**src/rtl/im_loader.sv**
```systemverilog
// im_loader: writer side of the 9-bit instruction memory.
// Reassembles a byte stream (16-bit count header, then lo/hi byte pairs)
// into instruction words and writes them from address 0 upward, holding the
// CPU until the load completes.
// Optional macro IM_LOADER_CHECKSUM_EN: trailing XOR checksum byte.
module im_loader #(
  parameter int SIZE = 1024,
  parameter int AW   = 10
) (
  input  logic          clk,
  input  logic          rst_n,
  input  logic [7:0]    in_data,
  input  logic          in_valid,
  output logic          in_ready,
  output logic          wr_en,
  output logic [AW-1:0] wr_addr,
  output logic [8:0]    wr_data,
  output logic          cpu_hold,
  output logic          done,
  output logic          err
);

`ifdef IM_LOADER_CHECKSUM_EN
  typedef enum logic [2:0] {HDR_L, HDR_H, INS_L, INS_H, CHK, DONE, ERR} st_t;
`else
  typedef enum logic [2:0] {HDR_L, HDR_H, INS_L, INS_H, DONE, ERR} st_t;
`endif

  localparam logic [16:0] SIZE17 = 17'(SIZE);

  st_t         state, nxt;
  logic [15:0] cnt_q;
  logic [15:0] wcnt;
  logic [7:0]  lo_q;
  logic        acc, wr_go, rdy_n;
  logic [15:0] cnt_full;
`ifdef IM_LOADER_CHECKSUM_EN
  logic [7:0]  xor_q;
`endif

  assign acc      = in_valid && in_ready;
  assign cnt_full = {in_data, cnt_q[7:0]};

  // Next-state, write fire and next-cycle ready decode.
  always_comb begin
    nxt   = state;
    wr_go = 1'b0;
    rdy_n = 1'b0;
    case (state)
      HDR_L: if (acc) nxt = HDR_H;
      HDR_H: if (acc) begin
        if (cnt_full == 16'd0)
`ifdef IM_LOADER_CHECKSUM_EN
          nxt = CHK;
`else
          nxt = DONE;
`endif
        else if ({1'b0, cnt_full} > SIZE17) nxt = ERR;
        else nxt = INS_L;
      end
      INS_L: if (acc) nxt = INS_H;
      INS_H: if (acc) begin
        if (in_data[7:1] != 7'd0) nxt = ERR;
        else begin
          wr_go = 1'b1;
          if (wcnt == cnt_q - 16'd1)
`ifdef IM_LOADER_CHECKSUM_EN
            nxt = CHK;
`else
            nxt = DONE;
`endif
          else nxt = INS_L;
        end
      end
`ifdef IM_LOADER_CHECKSUM_EN
      CHK: if (acc) nxt = (in_data == xor_q) ? DONE : ERR;
`endif
      DONE:    nxt = DONE;
      ERR:     nxt = ERR;
      default: nxt = ERR;
    endcase
    rdy_n = (nxt != DONE) && (nxt != ERR);
  end

  // State, registered outputs and stream datapath.
  always_ff @(posedge clk) begin
    if (!rst_n) begin
      state    <= HDR_L;
      in_ready <= 1'b0;
      wr_en    <= 1'b0;
      wr_addr  <= '0;
      wr_data  <= '0;
      cpu_hold <= 1'b1;
      done     <= 1'b0;
      err      <= 1'b0;
      cnt_q    <= '0;
      wcnt     <= '0;
      lo_q     <= '0;
`ifdef IM_LOADER_CHECKSUM_EN
      xor_q    <= '0;
`endif
    end else begin
      state    <= nxt;
      in_ready <= rdy_n;
      wr_en    <= wr_go;
      done     <= (nxt == DONE);
      err      <= (nxt == ERR);
      cpu_hold <= (nxt != DONE);
      if (wr_go) begin
        wr_addr <= wcnt[AW-1:0];
        wr_data <= {in_data[0], lo_q};
        wcnt    <= wcnt + 16'd1;
      end
      if (acc && state == HDR_L) cnt_q[7:0]  <= in_data;
      if (acc && state == HDR_H) cnt_q[15:8] <= in_data;
      if (acc && state == INS_L) lo_q        <= in_data;
`ifdef IM_LOADER_CHECKSUM_EN
      if (acc && state != CHK) xor_q <= xor_q ^ in_data;
`endif
    end
  end

endmodule

```
**config.mk**
```make
export PLATFORM = sky130hd
export DESIGN_NAME = im_loader
export DESIGN_NICKNAME = d
export VERILOG_FILES = /design/src/rtl/im_loader.sv
export SDC_FILE = /design/constraint.sdc
export NUM_CORES = 1
export LEC_CHECK = 0
export CAP_MARGIN = 20
export CORE_MARGIN = 2
export CORE_UTILIZATION = 40
export CTS_CLUSTER_DIAMETER = 150
export DETAILED_ROUTE_END_ITERATION = 12
export PLACE_DENSITY = 0.66
export SYNTH_ARGS = -nofsm -noshare
export SYNTH_HDL_FRONTEND = slang
export SYNTH_SLANG_ARGS = --single-unit
```
**constraint.sdc**
```tcl
create_clock -name clk -period 3.5 [get_ports clk]
set_clock_uncertainty 0.15 [all_clocks]
set_input_delay 0.7 -clock clk [delete_from_list [all_inputs] [get_ports clk]]
set_output_delay 0.7 -clock clk [all_outputs]
set_load 0.1 [all_outputs]
```
[Word-level counts from Yosys, hierarchy flattened]
Index checks and enable logic that the tools add are counted.
Operators by class
  reductions and logical operators: 8
  add/sub/neg operators: 2
  multiplexer cells: 12
  equality and inequality tests: 9
  magnitude comparators: 1
Operators by type and width (number)
  $mux W3: 8
  $add A16 B1 Y16 const B: 1
  $eq A16 B16 Y1: 1
  $gt A16 B11 Y1 const B: 1
  $logic_not A16 Y1: 1
  $sub A16 B1 Y16 const B: 1
  $pmux W3 S5: 1
  $eq A3 B3 Y1 const B: 3
  $reduce_bool A7 Y1: 1
  $eq A3 B2 Y1 const B: 2
  $ne A3 B3 Y1 const B: 2
  $logic_and A1 B1 Y1: 5
  $eq A3 B1 Y1 const B: 1
  $logic_not A3 Y1: 1
  $mux W1: 3
Storage, ports and cells
  logic and storage cells: 44
  register bits: 67

[Logic depth before layout (Yosys ltp)]
Gate-level depths: netlist (run 1).
  word-level depth: 8
  gate-level depth with buffers: 8
  depth with buffers taken out: 8

[Least setup slack after synthesis (run 1)]
No wires, ideal clock.
  kind: register to register
  start point: register in_ready
  end point: register wcnt[9]
  arrival: 2352 ps
  required time: 3280 ps
  stages on the path, launching flop included: 6
  setup slack: 927 ps
  path through: dfxtp_1 -> nand3_1 -> nor2_1 -> nand4_1 -> or3_2 -> a21oi_1
Between the ends
  longest elaborated chain between the ends: 3
Ends and longest elaborated chain
  from (decl): line 14  | output logic in_ready,
  from (signal assigned): line 104  | in_ready <= rdy_n;
  $logic_and A1 B1 Y1: line 41  | assign acc = in_valid && in_ready;
  $mux W1: line 62  | INS_H: if (acc) begin
  $mux W1: line 49  | case (state)
  to (signal assigned): line 112  | wcnt <= wcnt + 16'd1;
  to (decl): line 33  | logic [15:0] wcnt;
Every way passes these cells.
A chain may end at the register's enable or synchronous reset.

[Final worst setup path (run 1)]
  start point: input port in_data[4]
  end point: register wcnt[7]
Between the ends
  longest elaborated chain between the ends: 4
Ends and longest elaborated chain
  from (decl): line 12  | input logic [7:0] in_data,
  $reduce_bool A7 Y1: line 63  | if (in_data[7:1] != 7'd0) nxt = ERR;
  $mux W1: line 63
  $mux W1: line 62
  $mux W1: line 49
Every way passes these cells.

==> results.cfg, run 1 <==
[sta]
finalHoldViolCount = 0
maxSlewViolCount = 0
max_slew.worst_pin.slew_ps = 960
fin_crit_sh_pct = 82.1
grt_setup_unrepaired = false
whs_ps = 305
setup_viol = 0
relSlewSlack_pct = 35.8
fmax_mhz = 348
layout_min_cycle_time_ps = 2880
finalSetupTns_ps = 0

[clocking]
clk_path_buf_depth = 2
cts_buffers = 9
root_buffer = clkbuf_8
htree_num_levels = 3
cts_tree = done
ctsHoldBuffers = 0
cts_setup_buffers = 0
clk_latency_ps = 350
cts.sinks = 67
ctsResizeCount = 0
clk_pin_slew_worst_paths_ps = 70

[worst_setup_path]
cp_max_fo = 10
required_ps = 3620
end_kind = register
regToRegSetupSlack_ps = 780
max_stage_delay_ps = 600
worst_setup_path_start_kind = primary input
path_class = in2reg
arrival_ps = 3000
crit_chain = clkdlybuf4s50_1 > or4_4 > nor4_4 > nand4_1 > buf_4 > or3_2 > a21oi_1
slowest_stage = or4_4

[synthesis]
synth_cell_types = 52
ys_seq_elements = 67
synth_edf_count = 0
yosysSeqAreaShare_pct = 42.4
syn_inst = 371
avgSynthCellArea_sq_um = 8.52
syn_nets = 384
ys_warn_count = 0
ys_async_sr_fraction_pct = 0
synth_area_sq_um = 3160
synthFlopType = dfxtp_1

[cells_and_area]
antennaDiodeCount = 0
final_nets = 420
layout_commonest_cell = dfxtp_1
layout_common_cells = dfxtp_1 (67), nand2_1 (50), nor2_1 (43)
drive_gt1_share_pct = 15.3
area_growth_pct = 19.0

[worst_hold_path]
hp-class = reg2reg

[route]
wire_per_inst_um = 14.4
vias = 2681
route.detailed.drc = 0
drt_iter0_markers = 126
ant_nets = 0
wl_um = 7390
routed_via_density = 5.22
first_pass_iters = 4

[power_and_ir_drop]
p_leak_uw = 0.00139
ir_drop_v = 0.000298
p_per_area_nw_per_um2 = 427

[floorplanning]
die_area_sq_um = 8630
fp-row-count = 32
coreArea_sq_um = 7690
die_y_um = 92.9
die_w_um = 92.9
initial_core_util_pct = 41.1
ios = 35

[global_route]
grt_overflow = 0
grt_max_degree = 63
grt_pass1_vias = 2493
gr-usage-all-layers_pct = 18.1
antenna_found_initial = 0
grt_pass1_wl_um = 12300

[run]
cap_violations = 0

[placement]
gp_congestion = 0.886
dpl.hpwl_um = 5260
port-buffer-count = 34

[status]
status = finished, final reports clean
## logic make-up (layout without fill, tap and decap cells)
group           count (synthesis)  in the layout  share of synthesized area [%]
fa+ha+maj                       2              2                          0.792
xor+xnor                       27             27                           7.48
flops                          67             67                           42.4
buf+inv                        27             68                           3.76
compound gates                 67             67                           12.3
simple gates                  156            156                           25.3
mux                            25             25                           7.92
## layer usage
| layer | vias up | part of all wire [%] | GRT usage (%) |
|---|---|---|---|
| met2 | 62 | 43 | 27.2 |
| met4 | 0 | 2.8 | 8.58 |
| met3 | 17 | 4.5 | 3.91 |
| met1 | 1234 | 50 | 24.5 |
| li1 | 1368 | - | - |
| met5 | - | 0 | 0 |
## Yosys cell counts (all sizes together), types with 2 or more instances
master,instances,share of area (%)
mux2i,25,7.9
or3,9,1.9
ha,2,0.79
and4,2,0.55
a211oi,4,0.95
nor2,43,5.1
inv,7,0.83
nor4,6,1.7
nand4,7,1.4
and3,4,0.79
xor2,14,3.9
nand3,8,1.7
dfxtp,67,42
a21oi,38,6.0
o21ai,12,1.9
o21a,2,0.47
nor3,10,1.7
nand2,50,5.9
and2,2,0.44
nand3b,2,0.47
clkbuf,13,1.6
nand2b,2,0.40
xnor2,13,3.6
nand4b,3,0.83
or4,3,0.95
buf,7,1.3
nor4b,2,0.55
## flip-flops by register name, indices dropped and copies added (netlist names)
signal    count
state         3
in_ready      1
cpu_hold      1
wr_addr      10
lo_q          8
cnt_q        16
wr_en         1
wr_data       9
done          1
wcnt         16
err           1
## path summary, 6_finish.rpt
kind,from,to,depth (start not counted)
max,in_data[4],wcnt[7],7
min,wr_data[5],wr_data[5],2
max reg2reg,cnt_q[0],cpu_hold,8
min reg2reg,wr_data[5],wr_data[5],2
## through the flow
| stage | setup WS (ps) | cells | area, sq um | power [uW] | utilization, % |
|---|---|---|---|---|---|
| 3_5_place_dp | 299 | 498 | 3570 | 981 | 46.4 |
| 3_3_place_gp | 347 | 498 | 3570 | 978 | 46.4 |
| 4_1_cts | 645 | 514 | 3760 | 1620 | 48.9 |
| 2_1_floorplan | 927 | 371 | 3160 | 923 | - |
| 6_report | 625 | 514 | 3760 | 1610 | 48.9 |
| 5_1_grt | 484 | 514 | 3760 | 1670 | 48.9 |
## cell type report
type | count | area (sq um)
inverter | 7 | 26.3
clock inverter | 5 | 52.6
fill | 767 | 3930
timing repair buffer | 45 | 365
tap | 102 | 128
sequential | 67 | 1340
multi-input combinational | 277 | 1710
clock buffer | 11 | 141
## report_power, final
part,internal [uW],switching (uW)
clock,345,297
combinational,75.4,101
sequential,772,15.9
## worst max-delay path, delay by kind of cell
family                 cells  cell delay (ps)
and+or+nand+nor            4             1490
AOI/OAI and AO/OA          1              150
buffers and inverters      2              660
(Power assumes the default switching activity.)
==> run 2, diff against run 1 <==
- clock period: 3.5 -> 2.82 ns (I/O delays scaled with it)
==> run 2 against run 1 <==
Compared with the run above:
- sequential share of layout area decreased by 1.2 points
- first-iteration DRC count up 34%
- sequential power is 24% higher
- final area up 3.5%
- utilization is 1.7 points higher
- wire length is 2.6% higher
- global-route usage up 0.66 points
- critical path type unchanged
- largest cell class unchanged
- highest routed layer unchanged
==> results.cfg, run 2 (synthesis gave the netlist of run 1 again) <==
[status]
status = finished, final reports clean

[route]
ant_nets = 0
routed_via_density = 5.23
wire_per_inst_um = 14.3
first_pass_iters = 4
route.detailed.drc = 0
drt_iter0_markers = 169
vias = 2771
wl_um = 7580

[cells_and_area]
multi_input_area_sq_um = 1710
area_growth_pct = 23.1
design_area_sq_um = 3890
drive_gt1_share_pct = 18.7
layout_common_cells = dfxtp_1 (67), nand2_1 (50), buf_4 (50)
fin_cells = 530
final_nets = 436
seqCellArea_sq_um = 1340
layout_commonest_cell = dfxtp_1
reg_top3 = cnt_q x16, wcnt x16, wr_addr x10
fill_cells = 773
antennaDiodeCount = 0

[placement]
dp_cells = 514
postPlaceCellArea_sq_um = 3700
port-buffer-count = 34
dpl.hpwl_um = 5530
gp_congestion = 0.902

[floorplanning]
initial_core_util_pct = 41.1
coreArea_sq_um = 7690
die_y_um = 92.9
die_area_sq_um = 8630
fp-row-count = 32
die_w_um = 92.9
ios = 35

[sta]
maxSlewViolCount = 0
fmax_mhz = 384
grt_setup_unrepaired = false
fin_crit_sh_pct = 92.4
whs_ps = 300
finalHoldViolCount = 0
relSlewSlack_pct = 53.4
max_slew.worst_pin.slew_ps = 693
layout_min_cycle_time_ps = 2610
setup_viol = 0

[power_and_ir_drop]
ir_drop_v = 0.000330
pwr-share-comb_pct = 12.0
clkPwrFrac_pct = 39.2
p_per_area_nw_per_um2 = 514
p_sw_uw = 508
p_seq_share_pct = 48.8
intPower_uw = 1490
p_leak_uw = 0.00147
switching_share_pct = 25.4

[worst_setup_path]
end_kind = register
regToRegSetupSlack_ps = 270
path_class = in2reg
arrival_ps = 2720
r2r-end = cpu_hold
worstRegToRegCells = 8
reg2reg_from = cnt_q[1]
worst_setup_path_start_kind = primary input
required_ps = 2940
cp_max_fo = 9

[clocking]
cts_buffers = 9
htree_num_levels = 3
cts_setup_buffers = 0
ctsHoldBuffers = 0
clk_latency_ps = 340
clk_path_buf_depth = 2
cts_tree = done
root_buffer = clkbuf_8
ctsResizeCount = 0
cts.sinks = 67
clk_pin_slew_worst_paths_ps = 70

[global_route]
grt_pass1_wl_um = 12800
gr-usage-all-layers_pct = 18.7
met3_usage_pct = 4.48
grt_overflow = 0
grt_pass1_vias = 2650
grt_max_degree = 63
top_usage_layer = met2
antenna_found_initial = 0
gr-usage-met1_pct = 25.8
grtUsageMet2_pct = 28.9

[worst_hold_path]
min_path_cells = 2
hp-class = reg2reg
min_from = lo_q[7]
worstHoldEndpoint = wr_data[7]

[run]
cap_violations = 0
==> run 2: worst max-delay path, stage by stage <==
cell and delay (ps):
clkdlybuf4s50_1 470, or4_4 590, nor4_4 230, nand4_1 130, buf_4 180, or3_2 400, a21oi_1 160
==> run 2: layer usage <==
| layer | routed length [um] | share of wire [%] |
|---|---|---|
| met5 | 0 | 0 |
| met2 | 3420 | 45 |
| met1 | 3660 | 48 |
| met4 | 73 | 0.96 |
| met3 | 428 | 5.6 |
==> run 2: worst max path at each step <==
stage	start	end
5_1_grt	in_data[4]	wcnt[13]
2_1_floorplan	in_ready	wcnt[9]
4_1_cts	in_data[4]	wcnt[7]
6_report	in_data[4]	wcnt[7]
3_3_place_gp	in_data[4]	wcnt[7]
3_5_place_dp	in_data[4]	wcnt[7]
==> run 2: per-stage QoR <==
step	utilization, %	TNS [ps]	setup slack (ps)	power (uW)
after detailed placement	48.1	-903	-126	1230
after CTS	50.6	0	227	2010
after global routing	50.6	0	77.5	2090
after floorplan	-	0	247	1150
after global placement	48.1	-468	-80.5	1230
final	50.6	0	214	2000
==> run 2: power groups by stage <==
stage | registers (uW) | clock network (uW) | logic [uW]
2_1_floorplan | 1010 | 0 | 138
3_3_place_gp | 997 | 0 | 237
3_5_place_dp | 997 | 0 | 237
4_1_cts | 975 | 798 | 239
5_1_grt | 977 | 847 | 263
6_report | 976 | 785 | 240
==> run 2: final cells by class <==
cell class | count | area share (%)
Clock buffer | 11 | 3.63
Clock inverter | 5 | 1.35
Inverter | 7 | 0.675
Multi-Input combinational cell | 277 | 43.9
Sequential cell | 67 | 34.5
Tap cell | 102 | 3.28
Timing Repair Buffer | 61 | 12.7
==> run 3, diff against run 2 <==
- CORE_MARGIN: 2 -> default
==> run 3 against run 2 <==
Compared with the run above:
- die area down 4.3%
- sequential power is essentially flat
- utilization is 0.081 points lower
==> results.cfg, run 3 (synthesis gave the netlist of run 1 again) <==
[status]
status = finished, final reports clean

[worst_setup_path]
cp_max_fo = 9
worst_setup_path_start_kind = primary input
path_class = in2reg
regToRegSetupSlack_ps = 310
worstRegToRegCells = 8
required_ps = 2940
reg2reg_from = cnt_q[1]
arrival_ps = 2730
end_kind = register
r2r-end = cpu_hold

[cells_and_area]
layout_common_cells = dfxtp_1 (67), buf_4 (51), nand2_1 (50)
utilization_pct = 50.5
drive_gt1_share_pct = 18.5
reg_top3 = cnt_q x16, wcnt x16, wr_addr x10
layout_commonest_cell = dfxtp_1
fill_cells = 762
antennaDiodeCount = 0
fin_cells = 528
area_growth_pct = 22.9
multi_input_area_sq_um = 1710
seqCellArea_sq_um = 1340
final_nets = 436

[route]
wire_per_inst_um = 14.6
routed_via_density = 5.36
ant_nets = 0
route.detailed.drc = 0
wl_um = 7710
vias = 2831
first_pass_iters = 4
drt_iter0_markers = 140

[floorplanning]
initial_core_util_pct = 41.1
die_y_um = 90.9
coreArea_sq_um = 7690
ios = 35
die_w_um = 90.9
die_area_sq_um = 8260
fp-row-count = 32

[clocking]
htree_num_levels = 3
cts.sinks = 67
clk_pin_slew_worst_paths_ps = 70
ctsHoldBuffers = 0
clk_latency_ps = 340
root_buffer = clkbuf_8
ctsResizeCount = 0
clk_path_buf_depth = 2
cts_buffers = 9
cts_tree = done
cts_setup_buffers = 0

[global_route]
antenna_found_initial = 0
top_usage_layer = met2
gr-usage-all-layers_pct = 19.8
met3_usage_pct = 5.47
grtUsageMet2_pct = 31.3
grt_overflow = 0
grt_pass1_wl_um = 12900
grt_pass1_vias = 2597
grt_max_degree = 49
gr-usage-met1_pct = 26.1

[worst_hold_path]
worstHoldEndpoint = wr_data[7]
min_path_cells = 2
min_from = lo_q[7]
hp-class = reg2reg

[sta]
maxSlewViolCount = 0
layout_min_cycle_time_ps = 2610
finalHoldViolCount = 0
max_slew.worst_pin.slew_ps = 733
relSlewSlack_pct = 50.7
whs_ps = 297
fin_crit_sh_pct = 92.7
finalSetupTns_ps = 0
grt_setup_unrepaired = false
setup_viol = 0
fmax_mhz = 383

[placement]
dp_cells = 514
gp_congestion = 0.905
port-buffer-count = 34
dpl.hpwl_um = 5630

[run]
cap_violations = 0

[power_and_ir_drop]
p_leak_uw = 0.00148
ir_drop_v = 0.000313
p_per_area_nw_per_um2 = 523
## run 3: cell types whose count changed in the layout (fill, tap and decap cells not counted), sizes merged
cell      before  now
clkinvlp       1    0
clkbuf        11   12
clkinv         3    1
## run 3: through the flow
| step | instance area [sq um] | total power (uW) | worst slack, ps |
|---|---|---|---|
| 3_5_place_dp | 3680 | 1240 | -126 |
| 6_report | 3880 | 2030 | 206 |
| 4_1_cts | 3880 | 2050 | 224 |
| 3_3_place_gp | 3680 | 1230 | -78.6 |
| 5_1_grt | 3880 | 2110 | 67.8 |
| 2_1_floorplan | 3160 | 1150 | 247 |
## run 3: worst max-delay path, stage by stage
cell and delay [ps]:
clkdlybuf4s50_1 480, or4_4 580, nor4_4 240, nand4_1 140
buf_4 180, or3_2 410, a21oi_1 150
## run 3: final cells by class
cell class | count | area share [%]
clock buffer | 12 | 4.25
inverter | 7 | 0.676
tap | 102 | 3.29
multi-input combinational | 277 | 43.9
clock inverter | 2 | 0.902
timing repair buffer | 61 | 12.4
sequential | 67 | 34.5
## run 3: worst max path at each step
| stage | startpoint | endpoint | slack [ps] | depth (start not counted) |
|---|---|---|---|---|
| final | in_data[4] | wcnt[9] | 210 | 7 |
| after global routing | cnt_q[1] | done | 70 | 8 |
| after CTS | in_data[4] | wcnt[9] | 220 | 7 |
| after detailed placement | in_data[4] | wcnt[9] | -130 | 7 |
| after global placement | in_data[4] | wcnt[7] | -80 | 7 |
| after floorplan | in_ready | wcnt[9] | 250 | 5 |
## run 3: per-layer routing
layer / wire (um) / vias up / part of all wire [%]
met3: 368 / 14 / 4.8
met4: 145 / 0 / 1.9
met1: 3690 / 1350 / 48
li1: - / 1403 / -
met2: 3510 / 64 / 45
met5: 0 / - / 0
## run 3: where the power goes
part	total [uW]	internal (uW)	switching [uW]
clock network	810	469	341
logic	244	106	138
registers	976	959	17.1
total	2030	1530	496
